[src/rtl/jk_excitation_driver.sv]
// -----------------------------------------------------------------------------
// jk_excitation_driver
//
// Purpose:
//   Drive side for a JK (or master-slave JK) flip-flop. A frame of WIDTH target
//   Q bits is accepted over a valid/ready handshake. The bits are applied
//   LSB first: for each bit the block drives registered j/k values taken from
//   the JK excitation table. It then checks the flip-flop's q feedback against
//   the target bit, two cycles later.
//
//   Timing relative to the accept edge E0, for bit i:
//     E0+1+i  j/k for bit i registered on the outputs
//     E0+2+i  flip-flop samples j/k and updates
//     E0+3+i  q_fb compared against bit i (mismatch / err_cnt registered)
//   Frame period is WIDTH+4 cycles; done pulses at E0+WIDTH+3.
//
// Parameters:
//   WIDTH    target bits per frame
//   DC_MODE  value driven on excitation don't-care terms
//   ERR_W    width of the saturating mismatch counter
//
// Ports:
//   clk       in   system clock, rising edge
//   rst_n     in   synchronous reset, active-low
//   in_valid  in   in_data holds a frame
//   in_ready  out  block can accept a frame (idle)
//   in_data   in   target Q sequence, bit 0 applied first
//   q_fb      in   Q output of the driven flip-flop
//   clr_err   in   synchronous clear of err_cnt (wins over an increment)
//   j, k      out  registered J/K drive
//   busy      out  frame in progress
//   done      out  one-cycle pulse, frame complete
//   mismatch  out  one-cycle pulse, q_fb differed from the expected bit
//   err_cnt   out  cumulative mismatches, saturating at all-ones
// -----------------------------------------------------------------------------
module jk_excitation_driver #(
  parameter int WIDTH   = 8,
  parameter bit DC_MODE = 1'b0,
  parameter int ERR_W   = 8
) (
  input  logic             clk,
  input  logic             rst_n,
  input  logic             in_valid,
  output logic             in_ready,
  input  logic [WIDTH-1:0] in_data,
  input  logic             q_fb,
  input  logic             clr_err,
  output logic             j,
  output logic             k,
  output logic             busy,
  output logic             done,
  output logic             mismatch,
  output logic [ERR_W-1:0] err_cnt
);

  localparam int IDX_W = (WIDTH > 1) ? $clog2(WIDTH) : 1;
  localparam logic [IDX_W-1:0] LAST_IDX = IDX_W'(WIDTH - 1);
  localparam logic [ERR_W-1:0] ERR_MAX  = {ERR_W{1'b1}};

  typedef enum logic [1:0] {
    ST_IDLE  = 2'd0,
    ST_DRIVE = 2'd1,
    ST_DRAIN = 2'd2,
    ST_DONE  = 2'd3
  } state_t;

  // JK excitation table, returns {j, k} to move q_cur to q_tgt.
  function automatic logic [1:0] jk_excite(input logic q_cur, input logic q_tgt);
    logic [1:0] jk;
    if (q_cur == 1'b0) begin
      jk = {q_tgt, DC_MODE};
    end else begin
      jk = {DC_MODE, ~q_tgt};
    end
    return jk;
  endfunction

  state_t           state_q, state_d;
  logic [WIDTH-1:0] data_q, data_d;
  logic [IDX_W-1:0] idx_q, idx_d;
  logic             q_model_q, q_model_d;
  logic             j_q, j_d;
  logic             k_q, k_d;
  // Two-stage (valid, expected) delay line aligning targets with q_fb.
  logic             v1_q, v1_d;
  logic             exp1_q, exp1_d;
  logic             v2_q, v2_d;
  logic             exp2_q, exp2_d;
  logic             mismatch_q, mismatch_d;
  logic [ERR_W-1:0] err_cnt_q, err_cnt_d;
  logic             busy_q, busy_d;
  logic             done_q, done_d;
  logic             in_ready_q, in_ready_d;
  logic             tgt_bit;

  // Next-state, drive and check computation.
  always_comb begin
    state_d   = state_q;
    data_d    = data_q;
    idx_d     = idx_q;
    q_model_d = q_model_q;
    j_d       = 1'b0;
    k_d       = 1'b0;
    done_d    = 1'b0;
    v1_d      = 1'b0;
    exp1_d    = exp1_q;
    tgt_bit   = data_q[idx_q];

    case (state_q)
      ST_IDLE: begin
        if (in_valid) begin
          data_d    = in_data;
          q_model_d = q_fb;
          idx_d     = {IDX_W{1'b0}};
          state_d   = ST_DRIVE;
        end else begin
          state_d   = ST_IDLE;
        end
      end
      ST_DRIVE: begin
        {j_d, k_d} = jk_excite(q_model_q, tgt_bit);
        // q_model tracks the target, never the feedback: a faulty cell
        // must keep producing mismatches rather than being re-synced.
        q_model_d  = tgt_bit;
        v1_d       = 1'b1;
        exp1_d     = tgt_bit;
        if (idx_q == LAST_IDX) begin
          state_d = ST_DRAIN;
        end else begin
          idx_d   = idx_q + IDX_W'(1);
        end
      end
      ST_DRAIN: begin
        // Leave once the last target has moved out of stage 1; its compare
        // lands on the same edge that enters DONE.
        if (!v1_q) begin
          state_d = ST_DONE;
        end else begin
          state_d = ST_DRAIN;
        end
      end
      ST_DONE: begin
        done_d  = 1'b1;
        state_d = ST_IDLE;
      end
      default: begin
        state_d = ST_IDLE;
      end
    endcase

    v2_d       = v1_q;
    exp2_d     = exp1_q;
    mismatch_d = v2_q && (q_fb != exp2_q);

    if (clr_err) begin
      err_cnt_d = {ERR_W{1'b0}};
    end else if (mismatch_d && (err_cnt_q != ERR_MAX)) begin
      err_cnt_d = err_cnt_q + ERR_W'(1);
    end else begin
      err_cnt_d = err_cnt_q;
    end

    busy_d     = (state_d != ST_IDLE);
    in_ready_d = (state_d == ST_IDLE);
  end

  // State and output registers with synchronous active-low reset.
  always_ff @(posedge clk) begin
    if (!rst_n) begin
      state_q    <= ST_IDLE;
      data_q     <= {WIDTH{1'b0}};
      idx_q      <= {IDX_W{1'b0}};
      q_model_q  <= 1'b0;
      j_q        <= 1'b0;
      k_q        <= 1'b0;
      v1_q       <= 1'b0;
      exp1_q     <= 1'b0;
      v2_q       <= 1'b0;
      exp2_q     <= 1'b0;
      mismatch_q <= 1'b0;
      err_cnt_q  <= {ERR_W{1'b0}};
      busy_q     <= 1'b0;
      done_q     <= 1'b0;
      in_ready_q <= 1'b1;
    end else begin
      state_q    <= state_d;
      data_q     <= data_d;
      idx_q      <= idx_d;
      q_model_q  <= q_model_d;
      j_q        <= j_d;
      k_q        <= k_d;
      v1_q       <= v1_d;
      exp1_q     <= exp1_d;
      v2_q       <= v2_d;
      exp2_q     <= exp2_d;
      mismatch_q <= mismatch_d;
      err_cnt_q  <= err_cnt_d;
      busy_q     <= busy_d;
      done_q     <= done_d;
      in_ready_q <= in_ready_d;
    end
  end

  assign in_ready = in_ready_q;
  assign j        = j_q;
  assign k        = k_q;
  assign busy     = busy_q;
  assign done     = done_q;
  assign mismatch = mismatch_q;
  assign err_cnt  = err_cnt_q;

endmodule

[config.mk]
export PLATFORM = sky130hd
export DESIGN_NAME = jk_excitation_driver
export DESIGN_NICKNAME = d
export VERILOG_FILES = /design/src/rtl/jk_excitation_driver.sv
export SDC_FILE = /design/constraint.sdc
export NUM_CORES = 1
export LEC_CHECK = 0
export CAP_MARGIN = 20
export CORE_UTILIZATION = 30
export DETAILED_ROUTE_END_ITERATION = 8
export DONT_BUFFER_PORTS = 1
export GPL_TIMING_DRIVEN = 1
export PLACE_DENSITY = 0.46
export SYNTH_ARGS = -nofsm -noshare
export SYNTH_HDL_FRONTEND = slang
export SYNTH_SLANG_ARGS = --single-unit
[constraint.sdc]
create_clock -name clk -period 1.5 [get_ports clk]
set_input_delay 0.3 -clock clk [delete_from_list [all_inputs] [get_ports clk]]
set_output_delay 0.3 -clock clk [all_outputs]
set_load 0.005 [all_outputs]
==> tab_implementation.tex <==
\begin{tabular}{lr}
\hline
Metric & Value \\
\hline
\multicolumn{2}{l}{\textbf{Status}} \\
Run status & complete, no violations \\
\multicolumn{2}{l}{\textbf{STA}} \\
Number of endpoints failing setup at the final stage & 0 \\
Min cycle time layout & 1.42 ns \\
Total Negative Setup Slacks & 0 ns \\
Post-Route Skew & 0.00710 ns \\
Max-slew headroom at the worst pin & 76.7\% \\
Final Max Slew Viols & 0 \\
Final Hold Fails & 0 \\
Hold slack final & 0.117 ns \\
Unrepaired setup endpoints after global routing & no \\
Peak clock frequency supported by timing & 706 MHz \\
Share of the cycle needed by the critical path after routing & 94.4\% \\
Slew at the pin with the worst max-slew slack & 0.349 ns \\
Worst Setup Slack, final & 0.0837 ns \\
\multicolumn{2}{l}{\textbf{Global routing}} \\
Initial antenna violation count & 0 \\
Largest net degree at the start of global routing & 22 \\
Global-route wire length before repair & 4.57 mm \\
Leftover overflow at the end of global routing & 0 \\
Number of global-route vias before repair & 1022 \\
GRT Resource Usage Total & 12.3\% \\
\multicolumn{2}{l}{\textbf{Placed design}} \\
Total half-perimeter wirelength after legalization and detailed placement & 1.99 mm \\
Post-Place Setup Slack & 0.0243 ns \\
\# port buffers & 0 \\
Placer Congestion & 0.704 \\
\multicolumn{2}{l}{\textbf{Logic synthesis}} \\
Part of the Yosys area used for sequential elements & 46.8\% \\
Post-synth cell types & 35 \\
Synth top area share & 46.8\% \\
Area contributors post-synth & dfxtp\_1, nand2\_1, a21boi\_0 \\
Summed instance area of the synthesized netlist & 1370 um\^{}2 \\
Library cell occupying the most area in the post-synthesis netlist & dfxtp\_1 \\
Mapped Nets & 165 \\
Total of flip-flops plus latches after synthesis & 32 \\
Warnings from Yosys & 0 \\
Instance count of the mapped netlist & 149 \\
Mean instance size in the synthesized netlist & 9.18 um\^{}2 \\
\multicolumn{2}{l}{\textbf{Power and ir drop}} \\
Leakage power figure & 0.609 nW \\
Overall power of the completed layout & 1.71 mW \\
PwrDens & 1080 nW/um\^{}2 \\
Peak supply drop & 0.000351 V \\
\multicolumn{2}{l}{\textbf{Worst setup path}} \\
Arrival time at the worst endpoint & 1.63 ns \\
Element type at the critical path end & flop \\
Required time worst endpoint & 1.71 ns \\
Maximum net fanout on the critical path & 12 \\
Kind of start point of the critical path & flop \\
Worst setup path class & flop to flop \\
\multicolumn{2}{l}{\textbf{Floorplan}} \\
Number of core rows & 24 \\
Core box area & 4350 um\^{}2 \\
Die outline width & 69.5 um \\
Die footprint & 4830 um\^{}2 \\
Initial core utilization & 31.4\% \\
Chip height & 69.5 um \\
Top Ports & 27 \\
\multicolumn{2}{l}{\textbf{Clock network}} \\
Latest clock arrival within the worst-skew pair & 0.28 ns \\
Total CTS buffers & 5 \\
Master cell of the clock root buffer & clkbuf\_8 \\
CTS tree & done \\
Clk sinks & 32 \\
Maximum number of buffers from clock root to sink & 2 \\
Level count of the clock H-tree & 2 \\
Clock transition at path regs & 0.07 ns \\
\multicolumn{2}{l}{\textbf{Route}} \\
Aggregate routed wire length & 2.79 mm \\
\# DRC & 0 \\
Number of DRC violations after detailed-routing iteration 0 & 30 \\
Pre-antenna DRT Iters & 4 \\
Routed wirelength normalized by instance count & 13.3 um \\
Total via count after detailed routing & 1057 \\
Antenna-violating nets left & 0 \\
Avg Vias per Cell & 5.03 \\
\multicolumn{2}{l}{\textbf{Layout}} \\
N\_diodes & 0 \\
Net count of the finished layout & 174 \\
Area grow syn2layout & 15.6\% \\
Layout cells sized above 1 & 16.5\% \\
Fillers & 452 \\
Sequential cell area & 644 um\^{}2 \\
Post-route core utilization & 36.3\% \\
Multi-input combinational cell area & 697 um\^{}2 \\
\multicolumn{2}{l}{\textbf{Run}} \\
Number of maximum-capacitance constraint violations & 0 \\
\multicolumn{2}{l}{\textbf{Worst hold path}} \\
Classification of the worst-slack hold path & input pin to flop \\
\hline
\end{tabular}
[where the power goes]
part,internal (mW),switching [mW]
clock,0.408,0.297
combinational,0.0531,0.0532
sequential,0.879,0.0183
[area by class of cell]
class / count / share of cell area [%]
Multi-Input combinational cell: 107 / 44.1
Tap cell: 52 / 4.11
Inverter: 3 / 0.712
Timing Repair Buffer: 9 / 4.27
Sequential cell: 32 / 40.7
Clock buffer: 7 / 6.09
[worst paths after layout]
check	from	slack, ns	depth (start not counted)	endpoint
setup / recovery	err_cnt[0]	0.08	5	err_cnt[5]
hold / removal	rst_n	0.12	1	in_ready
setup reg to reg	err_cnt[0]	0.08	5	err_cnt[5]
hold reg to reg	exp1_q	0.44	2	exp2_q
[cells in the final DEF (no fill, tap or decap), drive strengths merged, types with 4 or more instances in the layout]
| cell type | synthesis | final |
|---|---|---|
| a21oi | 7 | 7 |
| a21boi | 8 | 8 |
| or3 | 4 | 4 |
| nor2b | 9 | 9 |
| dfxtp | 32 | 32 |
| a22oi | 4 | 4 |
| clkbuf | 4 | 7 |
| mux2i | 5 | 5 |
| nor2 | 6 | 6 |
| buf | 3 | 9 |
| nand3 | 6 | 6 |
| nand2 | 24 | 24 |
| o21ai | 5 | 5 |
[flip-flops by register name, summed over array words and instances, names as in the netlist]
register,count
exp1_q,1
state_q,2
err_cnt,8
in_ready,1
data_q,8
q_model_q,1
mismatch,1
idx_q,3
done,1
j,1
exp2_q,1
k,1
v1_q,1
v2_q,1
busy,1
[synth_stat cells]
cell type	count
o21ai_0	5
a22o_1	3
dfxtp_1	32
o311a_1	1
and2_1	2
a21boi_0	8
mux2i_1	5
nand4_1	2
a21oi_1	7
or3_1	4
o31ai_1	3
xor2_2	1
a22oi_1	4
nand2b_1	1
xnor2_1	1
mux2_2	1
buf_2	1
buf_6	1
or4_1	3
nor2_1	6
nand3b_1	1
buf_1	1
nor2b_1	9
o21bai_1	1
nand3_1	6
a31oi_1	1
o211a_1	1
o211ai_2	1
inv_1	3
nand2_1	24
and3_2	1
ha_1	3
and3_1	1
nor3b_2	1
clkbuf_1	4
[timing repair]
action,in CTS,in global routing
resized for setup,0,6
setup endpoints to repair,0,7
buffers inserted,0,0
hold buffers,0,0
[metrics by stage]
step                cells  cell area, um^2
floorplan             149             1370
global placement      203             1470
detailed placement    203             1470
CTS                   210             1560
global route          210             1580
finish                210             1580
[layer usage]
layer,vias up,wire length (um),track usage [%],share of wire [%]
met3,2,160,5.96,5.7
met5,-,0,0,0
li1,543,-,-,-
met4,0,17,5.44,0.61
met2,25,1430,21.5,51
met1,487,1180,12.4,42
[worst max-delay path: stages (launching register included)]
cell      delay (ns)
dfxtp_1         0.32
ha_1            0.22
nand3_2         0.11
o211ai_4        0.14
or4_1           0.42
a21oi_1         0.14
[cell families after synthesis]
family / after synthesis / share of synthesized area, %
muxes: 6 / 4.48
and+or+nand+nor: 61 / 22.8
buffers and inverters: 10 / 3.38
DFF: 32 / 46.8
adders and majority gates: 3 / 2.75
xor gates and xnor gates: 2 / 1.83
AOI/OAI and AO/OA: 35 / 17.9
Note: power is estimated with default switching activity, not from simulation.
